--- src/rtl/memref_port_responder.sv ---
// Memory-side responder for a single HIR/HLS memref port: pipelined reads with
// programmable latency, writes, saturating access counters and sticky protocol-error flags.
module memref_port_responder #(
  parameter int WIDTH         = 32,
  parameter int SIZE          = 64,
  parameter int ADDR_W        = $clog2(SIZE),
  parameter int RD_LATENCY    = 1,
  parameter int CNT_W         = 16,
  parameter int CHECK_ADDR_EN = 0
) (
  input  logic              clk,
  input  logic              rst,
  input  logic              p0_addr_en,
  input  logic [ADDR_W-1:0] p0_addr_data,
  input  logic              p0_rd_en,
  output logic [WIDTH-1:0]  p0_rd_data,
  output logic              p0_rd_valid,
  input  logic              p0_wr_en,
  input  logic [WIDTH-1:0]  p0_wr_data,
  output logic [CNT_W-1:0]  rd_count,
  output logic [CNT_W-1:0]  wr_count,
  output logic              err_oob,
  output logic              err_rdwr,
  output logic              err_noaddr
);

  if (RD_LATENCY < 1 || RD_LATENCY > 4) begin : g_bad_latency
    $error("memref_port_responder: RD_LATENCY must be within 1..4");
  end

  localparam logic [ADDR_W:0] SIZE_C = (ADDR_W + 1)'(SIZE);

  function automatic logic [CNT_W-1:0] sat_inc(input logic [CNT_W-1:0] v);
    return (v == '1) ? v : v + 1'b1;
  endfunction

  logic [WIDTH-1:0]      mem_q [SIZE];
  logic                  addr_ok, req, rd_acc, wr_acc, oob;
  logic [WIDTH-1:0]      rd_word;
  logic [RD_LATENCY-1:0] vld_q, vld_d;
  logic                  stg_vld;
  logic [WIDTH-1:0]      stg_dat;
  logic [WIDTH-1:0]      rdat_q;
  logic [CNT_W-1:0]      rd_cnt_q, rd_cnt_d, wr_cnt_q, wr_cnt_d;
  logic                  err_oob_q, err_oob_d, err_rdwr_q, err_rdwr_d, err_noaddr_q, err_noaddr_d;

  // Request decode; out-of-range reads return zero instead of touching the array.
  always_comb begin
    addr_ok      = (CHECK_ADDR_EN == 0) || p0_addr_en;
    req          = p0_rd_en | p0_wr_en;
    rd_acc       = p0_rd_en & addr_ok;
    wr_acc       = p0_wr_en & addr_ok;
    oob          = {1'b0, p0_addr_data} >= SIZE_C;
    rd_word      = oob ? '0 : mem_q[p0_addr_data];
    rd_cnt_d     = rd_acc ? sat_inc(rd_cnt_q) : rd_cnt_q;
    wr_cnt_d     = wr_acc ? sat_inc(wr_cnt_q) : wr_cnt_q;
    err_oob_d    = err_oob_q | ((rd_acc | wr_acc) & oob);
    err_rdwr_d   = err_rdwr_q | (p0_rd_en & p0_wr_en);
    err_noaddr_d = err_noaddr_q | (req & ~addr_ok);
    vld_d        = '0;
    vld_d[0]     = rd_acc;
    for (int i = 1; i < RD_LATENCY; i++) vld_d[i] = vld_q[i-1];
  end

  // Array write; the read above samples the old word, giving read-before-write.
  always_ff @(posedge clk) begin
    if (wr_acc && !oob) mem_q[p0_addr_data] <= p0_wr_data;
  end

  if (RD_LATENCY == 1) begin : g_lat1
    assign stg_vld = rd_acc;
    assign stg_dat = rd_word;
  end else begin : g_pipe
    logic [WIDTH-1:0] dat_q [RD_LATENCY-1];
    always_ff @(posedge clk) begin
      dat_q[0] <= rd_word;
      for (int i = 1; i < RD_LATENCY - 1; i++) dat_q[i] <= dat_q[i-1];
    end
    assign stg_vld = vld_q[RD_LATENCY-2];
    assign stg_dat = dat_q[RD_LATENCY-2];
  end

  // Output stage: data register loads only with a valid so it holds between results.
  always_ff @(posedge clk or negedge rst) begin
    if (!rst) begin
      vld_q        <= '0;
      rdat_q       <= '0;
      rd_cnt_q     <= '0;
      wr_cnt_q     <= '0;
      err_oob_q    <= 1'b0;
      err_rdwr_q   <= 1'b0;
      err_noaddr_q <= 1'b0;
    end else begin
      vld_q        <= vld_d;
      if (stg_vld) rdat_q <= stg_dat;
      rd_cnt_q     <= rd_cnt_d;
      wr_cnt_q     <= wr_cnt_d;
      err_oob_q    <= err_oob_d;
      err_rdwr_q   <= err_rdwr_d;
      err_noaddr_q <= err_noaddr_d;
    end
  end

  assign p0_rd_valid = vld_q[RD_LATENCY-1];
  assign p0_rd_data  = rdat_q;
  assign rd_count    = rd_cnt_q;
  assign wr_count    = wr_cnt_q;
  assign err_oob     = err_oob_q;
  assign err_rdwr    = err_rdwr_q;
  assign err_noaddr  = err_noaddr_q;

endmodule

--- config.mk ---
export PLATFORM = sky130hd
export DESIGN_NAME = memref_port_responder
export DESIGN_NICKNAME = d
export VERILOG_FILES = /design/src/rtl/memref_port_responder.sv
export SDC_FILE = /design/constraint.sdc
export NUM_CORES = 2
export LEC_CHECK = 0
export CORE_UTILIZATION = 45
export CTS_CLUSTER_SIZE = 10
export DETAILED_ROUTE_END_ITERATION = 10
export DONT_BUFFER_PORTS = 1
export SLEW_MARGIN = 20
export SYNTH_ARGS = -nofsm -noshare
export SYNTH_HDL_FRONTEND = slang
export SYNTH_SLANG_ARGS = --single-unit
--- constraint.sdc ---
create_clock -name clk -period 2.56 [get_ports clk]
set_input_delay 0.384 -clock clk [delete_from_list [all_inputs] [get_ports clk]]
set_output_delay 0.384 -clock clk [all_outputs]
set_load 0.03 [all_outputs]
Word level (Yosys, flattened, before mapping)
Memory sizes are Yosys's and may differ from the RTL's. A register that Yosys moved wholly into a read port is not among the register bits.
Index checks and enable logic that the tools add are counted.
Cells by class
  $add $sub $neg: 2
  bitwise gates (word level): 4
  shift-type cells: 0
  muxes and demuxes: 2
  reduce and logical (&&, ||, !) cells: 3
  $lt $le $gt $ge: 0
  multiply operators: 0
  divide/modulo/power cells: 0
  eq/ne operators: 2
Operators with widths (count)
  16-bit by 1-bit adder with 16-bit output, second input constant: 2
  16-bit == test, second input constant: 2
  2-bit AND reduction: 2
  1-bit 2-to-1 mux: 2
  1-bit NOT: 2
  1-bit AND: 1
  1-bit zero test: 1
  1-bit OR: 1
Storage, ports and cells
  memories kept: 1
  bits in writable memories: 2048
  latch bits: 0
  register bits: 34
  logic and storage cells: 18
  memory bits (read-only): 0
  input port bits: 43
Memories
  mem_q: words 64, bits a word 32, rd ports 1, clocked after memory_dff 1, wr ports 1, RTL line 37  | logic [WIDTH-1:0] mem_q [SIZE];

Logic depth before layout (Yosys ltp)
  word-level depth: 3
  depth in mapped cells: 11
  gate-level depth less buffers: 6

Worst setup path before layout
Ideal clock, no wire load.
  path kind: input -> register
  start: in p0_addr_data[5]
  end: mem mem_q[34][0], enable pin
  data required time: 2.099 ns
  data arrival time: 3.889 ns
  slack: -1.790 ns
  stages on the path: 7
  library setup time: 0.461 ns
  path through: clkbuf_1 > clkbuf_1 > and2_1 > clkbuf_1 > clkbuf_1 > nand2_1 > nor3_1
RTL lines
  from (decl): RTL line 14  | input logic [ADDR_W-1:0] p0_addr_data,
  to (decl): RTL line 37
Straight into the memory's write port.

==> impl_metrics.tcl <==
set metrics [dict create \
    switching_share 0.224 \
    yosysSeqAreaShare 0.776 \
    placed_area_um2 88000 \
    worstPathMaxFanout 480 \
    routedLengthMet1_um 106000 \
    period_share 2.09 \
    timing_hold_violations_final 0 \
    chipHeight_um 427 \
    async_flop_share 0.0312 \
    drtAntennaViolNets 0 \
    intPower_mw 57.1 \
    crit_family "simple AND/OR/NAND/NOR gates" \
    grt_overflow 0 \
    seq_power_share 0.531 \
    skew_ns 0.0614 \
    p_per_area_nw_per_um2 767 \
    ioPinCount 111 \
    vias_per_cell 6.63 \
    setup_tns_ns -3248.09 \
    synth_edf_count 2048 \
    clk_pin_slew_ns 0.06 \
    grt_setup_unrepaired "no" \
    relSlewSlack -2.26 \
    antenna_found_initial 8 \
    clk_latency_ns 0.89 \
    cap_violations 0 \
    final_util 0.537 \
    cts_buffer_depth 3 \
    timing.fmax_ghz 0.187 \
    yosys_warnings 0 \
    p_switching_mw 16.5 \
    hpwl_um 156000 \
    p_leak_nw 31.1 \
    port_buffers 0 \
    critPathKind "in -> reg" \
    ys.flop_type "edfxtp_1" \
    pwr-share-clk 0.411 \
    synth.ff_latch_count 2114 \
    core_um2 179000 \
    final_cell_area_um2 96100 \
    root_buffer "clkbuf_16" \
    cp_common_cell "buf_4" \
    path_cells "nor3_2 > buf_4 > buf_4 > a222oi_1 > a21oi_1 > nor3_1 > a31oi_1" \
    place.gp.congestion 0.861 \
    violations "slew limit, setup timing" \
    tritoncts "yes" \
    area_growth_pct 18.0 \
    worstMarginPinSlew_ns 4.89 \
    hold_slack_ns 0.0375 \
    setup_slack_ns -2.80 \
    netlist_area_um2 81400 \
    grt_pass1_vias 45779 \
    numCtsBuffers 232 \
    fp.dieW_um 427 \
    drcViolationCount 0 \
    track_usage 0.305 \
    dieArea_um2 183000 \
    p_comb_frac 0.058 \
    cts_setup_buffers 0 \
    finalMaxSlewViolations 602 \
    drive_gt1_frac 0.213 \
    grt_pass1_wl_um 380000 \
    nNetsFinal 4813 \
    wl_met2_um 126000 \
    drt_iter0_markers 7724 \
    arrival_ns 6.14 \
    cp_slowest_cell "nor3_2" \
    route.final.wire_length_um 279000 \
    syn_area_per_cell_um2 18.5 \
    dr.pass1.iters 6 \
    hold_path_class "in -> async" \
    critPathLaunchType "input pin" \
    cts_sinks 2114 \
    final_cells 7265 \
    fin_crit_ns 5.36 \
    highest_layer "met5" \
    required_ns 3.35 \
    setup_viol 2080 \
    status "finished with violations" \
    syn_inst 4399 \
    wire_per_inst_um 38.4 \
    nFillCells 13845 \
    critPathMaxStageDelay_ns 2.35 \
    htreeDepth 4 \
    rows 155 \
    crit_buf_inv 2 \
    wl_met3_um 31600 \
    end_kind "register" \
    vdd_drop_max_mv 0.681 \
    start_util 0.455 \
    place_inst 6815 \
    grt_max_degree 481 \
    ys_types 73 \
    vias 48148 \
]
==> power groups by stage <==
stage	logic (mW)	registers, mW	clock network (mW)
after floorplan	2.19	39.7	0
after global placement	3.22	39.8	0
after detailed placement	3.24	39.8	0
after CTS	4.07	39.1	30.5
after global routing	4.28	39.1	31.8
final	4.30	39.1	30.2
==> registers in the layout, indices dropped and copies added (netlist names) <==
name	flops
p0_rd_data	32
rd_count	16
p0_rd_valid	1
wr_count	16
err_rdwr	1
mem_q	2048
==> layer usage <==
metal	vias to the layer above	GRT usage
met5	-	0
met2	3309	0.463
met4	4	0.146
li1	18961	-
met3	646	0.0668
met1	25228	0.418
==> synth_stat cells, drive strengths merged, types with 7 or more instances <==
library cell | number | area (µm²)
edfxtp | 2048 | 61500
mux2i | 292 | 2920
a221oi | 217 | 1900
buf | 205 | 1280
a22oi | 197 | 1480
mux2 | 184 | 2070
nor2 | 170 | 643
a21oi | 107 | 536
mux4 | 107 | 2410
nand2 | 105 | 394
o22ai | 98 | 613
clkbuf | 97 | 364
o21ai | 96 | 480
dfrtp | 66 | 1650
nand3 | 35 | 175
a31oi | 31 | 194
a221o | 29 | 290
a22o | 27 | 236
o2bb2ai | 27 | 236
nor3 | 18 | 90.1
o221ai | 17 | 149
xnor2 | 17 | 149
o32a | 16 | 160
a222oi | 15 | 150
nand4 | 13 | 81.3
o22a | 13 | 114
o211ai | 12 | 90.1
and3 | 10 | 62.6
xor2 | 10 | 87.6
a211oi | 8 | 60.1
inv | 8 | 30.0
nand2b | 7 | 43.8
o2111ai | 7 | 61.3
==> worst reg2reg max path, cell delays in order, from the launching register on <==
cell	delay (ns)
edfxtp_1	0.36
mux4_2	0.57
a31oi_2	0.45
nor4bb_4	0.65
buf_4	0.20
a41oi_1	0.11
==> per-stage QoR <==
step	power, mW	setup slack, ns
floorplan	41.9	-0.295
global placement	43.0	-0.891
detailed placement	43.1	-0.486
CTS	73.7	0.0309
global route	75.2	0.0810
finish	73.7	-2.80
==> path summary, 6_finish.rpt <==
check                           startpoint        endpoint  slack [ns]  cells after the start
max in group asynchronous              rst  p0_rd_data[17]        2.00                      2
max                        p0_addr_data[2]  p0_rd_data[17]       -2.80                      7
min                                    rst     p0_rd_valid        0.04                      2
min reg2reg                    mem_q[7][3]   p0_rd_data[3]        0.64                      3
min in group clk           p0_addr_data[5]   p0_rd_data[3]        0.06                      4
max reg2reg                    mem_q[9][0]   p0_rd_data[0]        0.07                      5
==> cells by family after synthesis <==
group / synth area share
XOR/XNOR: 0.00290
other: 0.0000461
buffers and inverters: 0.0206
adder cells (fa/ha/maj): 0.000307
AO/OA/AOI/OAI: 0.0866
flip-flops: 0.776
AND/OR/NAND/NOR: 0.0232
multiplexers: 0.0909
==> cell usage in the layout, fill, tap and decap left out, types with 13 or more instances in the layout <==
master         Yosys  layout
o21ai_0           94      93
dlygate4sd3_1      0      40
xnor2_1           17      17
a22o_1            27      27
o22ai_1           98      98
nand4_1           13      13
a31oi_1           31      30
o22a_1            13      13
nor2_4             0      64
mux2_2           181     181
mux2i_1          292     292
buf_4             61     208
clkbuf_16          0     232
buf_16             0      32
buf_12             0     156
dfrtp_1           66      66
clkbuf_1          97     121
o32a_1            16      16
nand3_1           35      34
o221ai_1          17      17
edfxtp_1        2048    2048
nor2_1           168     106
o2bb2ai_1         27      27
a21oi_1          107     107
mux4_2           107     107
a222oi_1          15      15
nand2_1          105     103
a221o_1           29      29
a22oi_1          197     197
a221oi_1         217     217
==> layout make-up <==
type | instances | area [µm²] | area share
tap | 2355 | 2950 | 0.0307
clock inverter | 19 | 395 | 0.00412
multi-input combinational | 1976 | 17300 | 0.180
antenna | 2 | 5.00 | 0.0000521
timing repair buffer | 436 | 5970 | 0.0621
inverter | 8 | 36.3 | 0.000378
sequential | 2114 | 63200 | 0.657
clock buffer | 355 | 6290 | 0.0654
==> what timing repair did <==
action / in CTS / in global routing
hold endpoints to repair: 2166 / 0
setup endpoints to repair: 1 / 1
resized for setup: 1 / 2
pin swaps: 0 / 0
hold buffers: 74 / 0
Note: power is estimated with default switching activity, not from simulation.
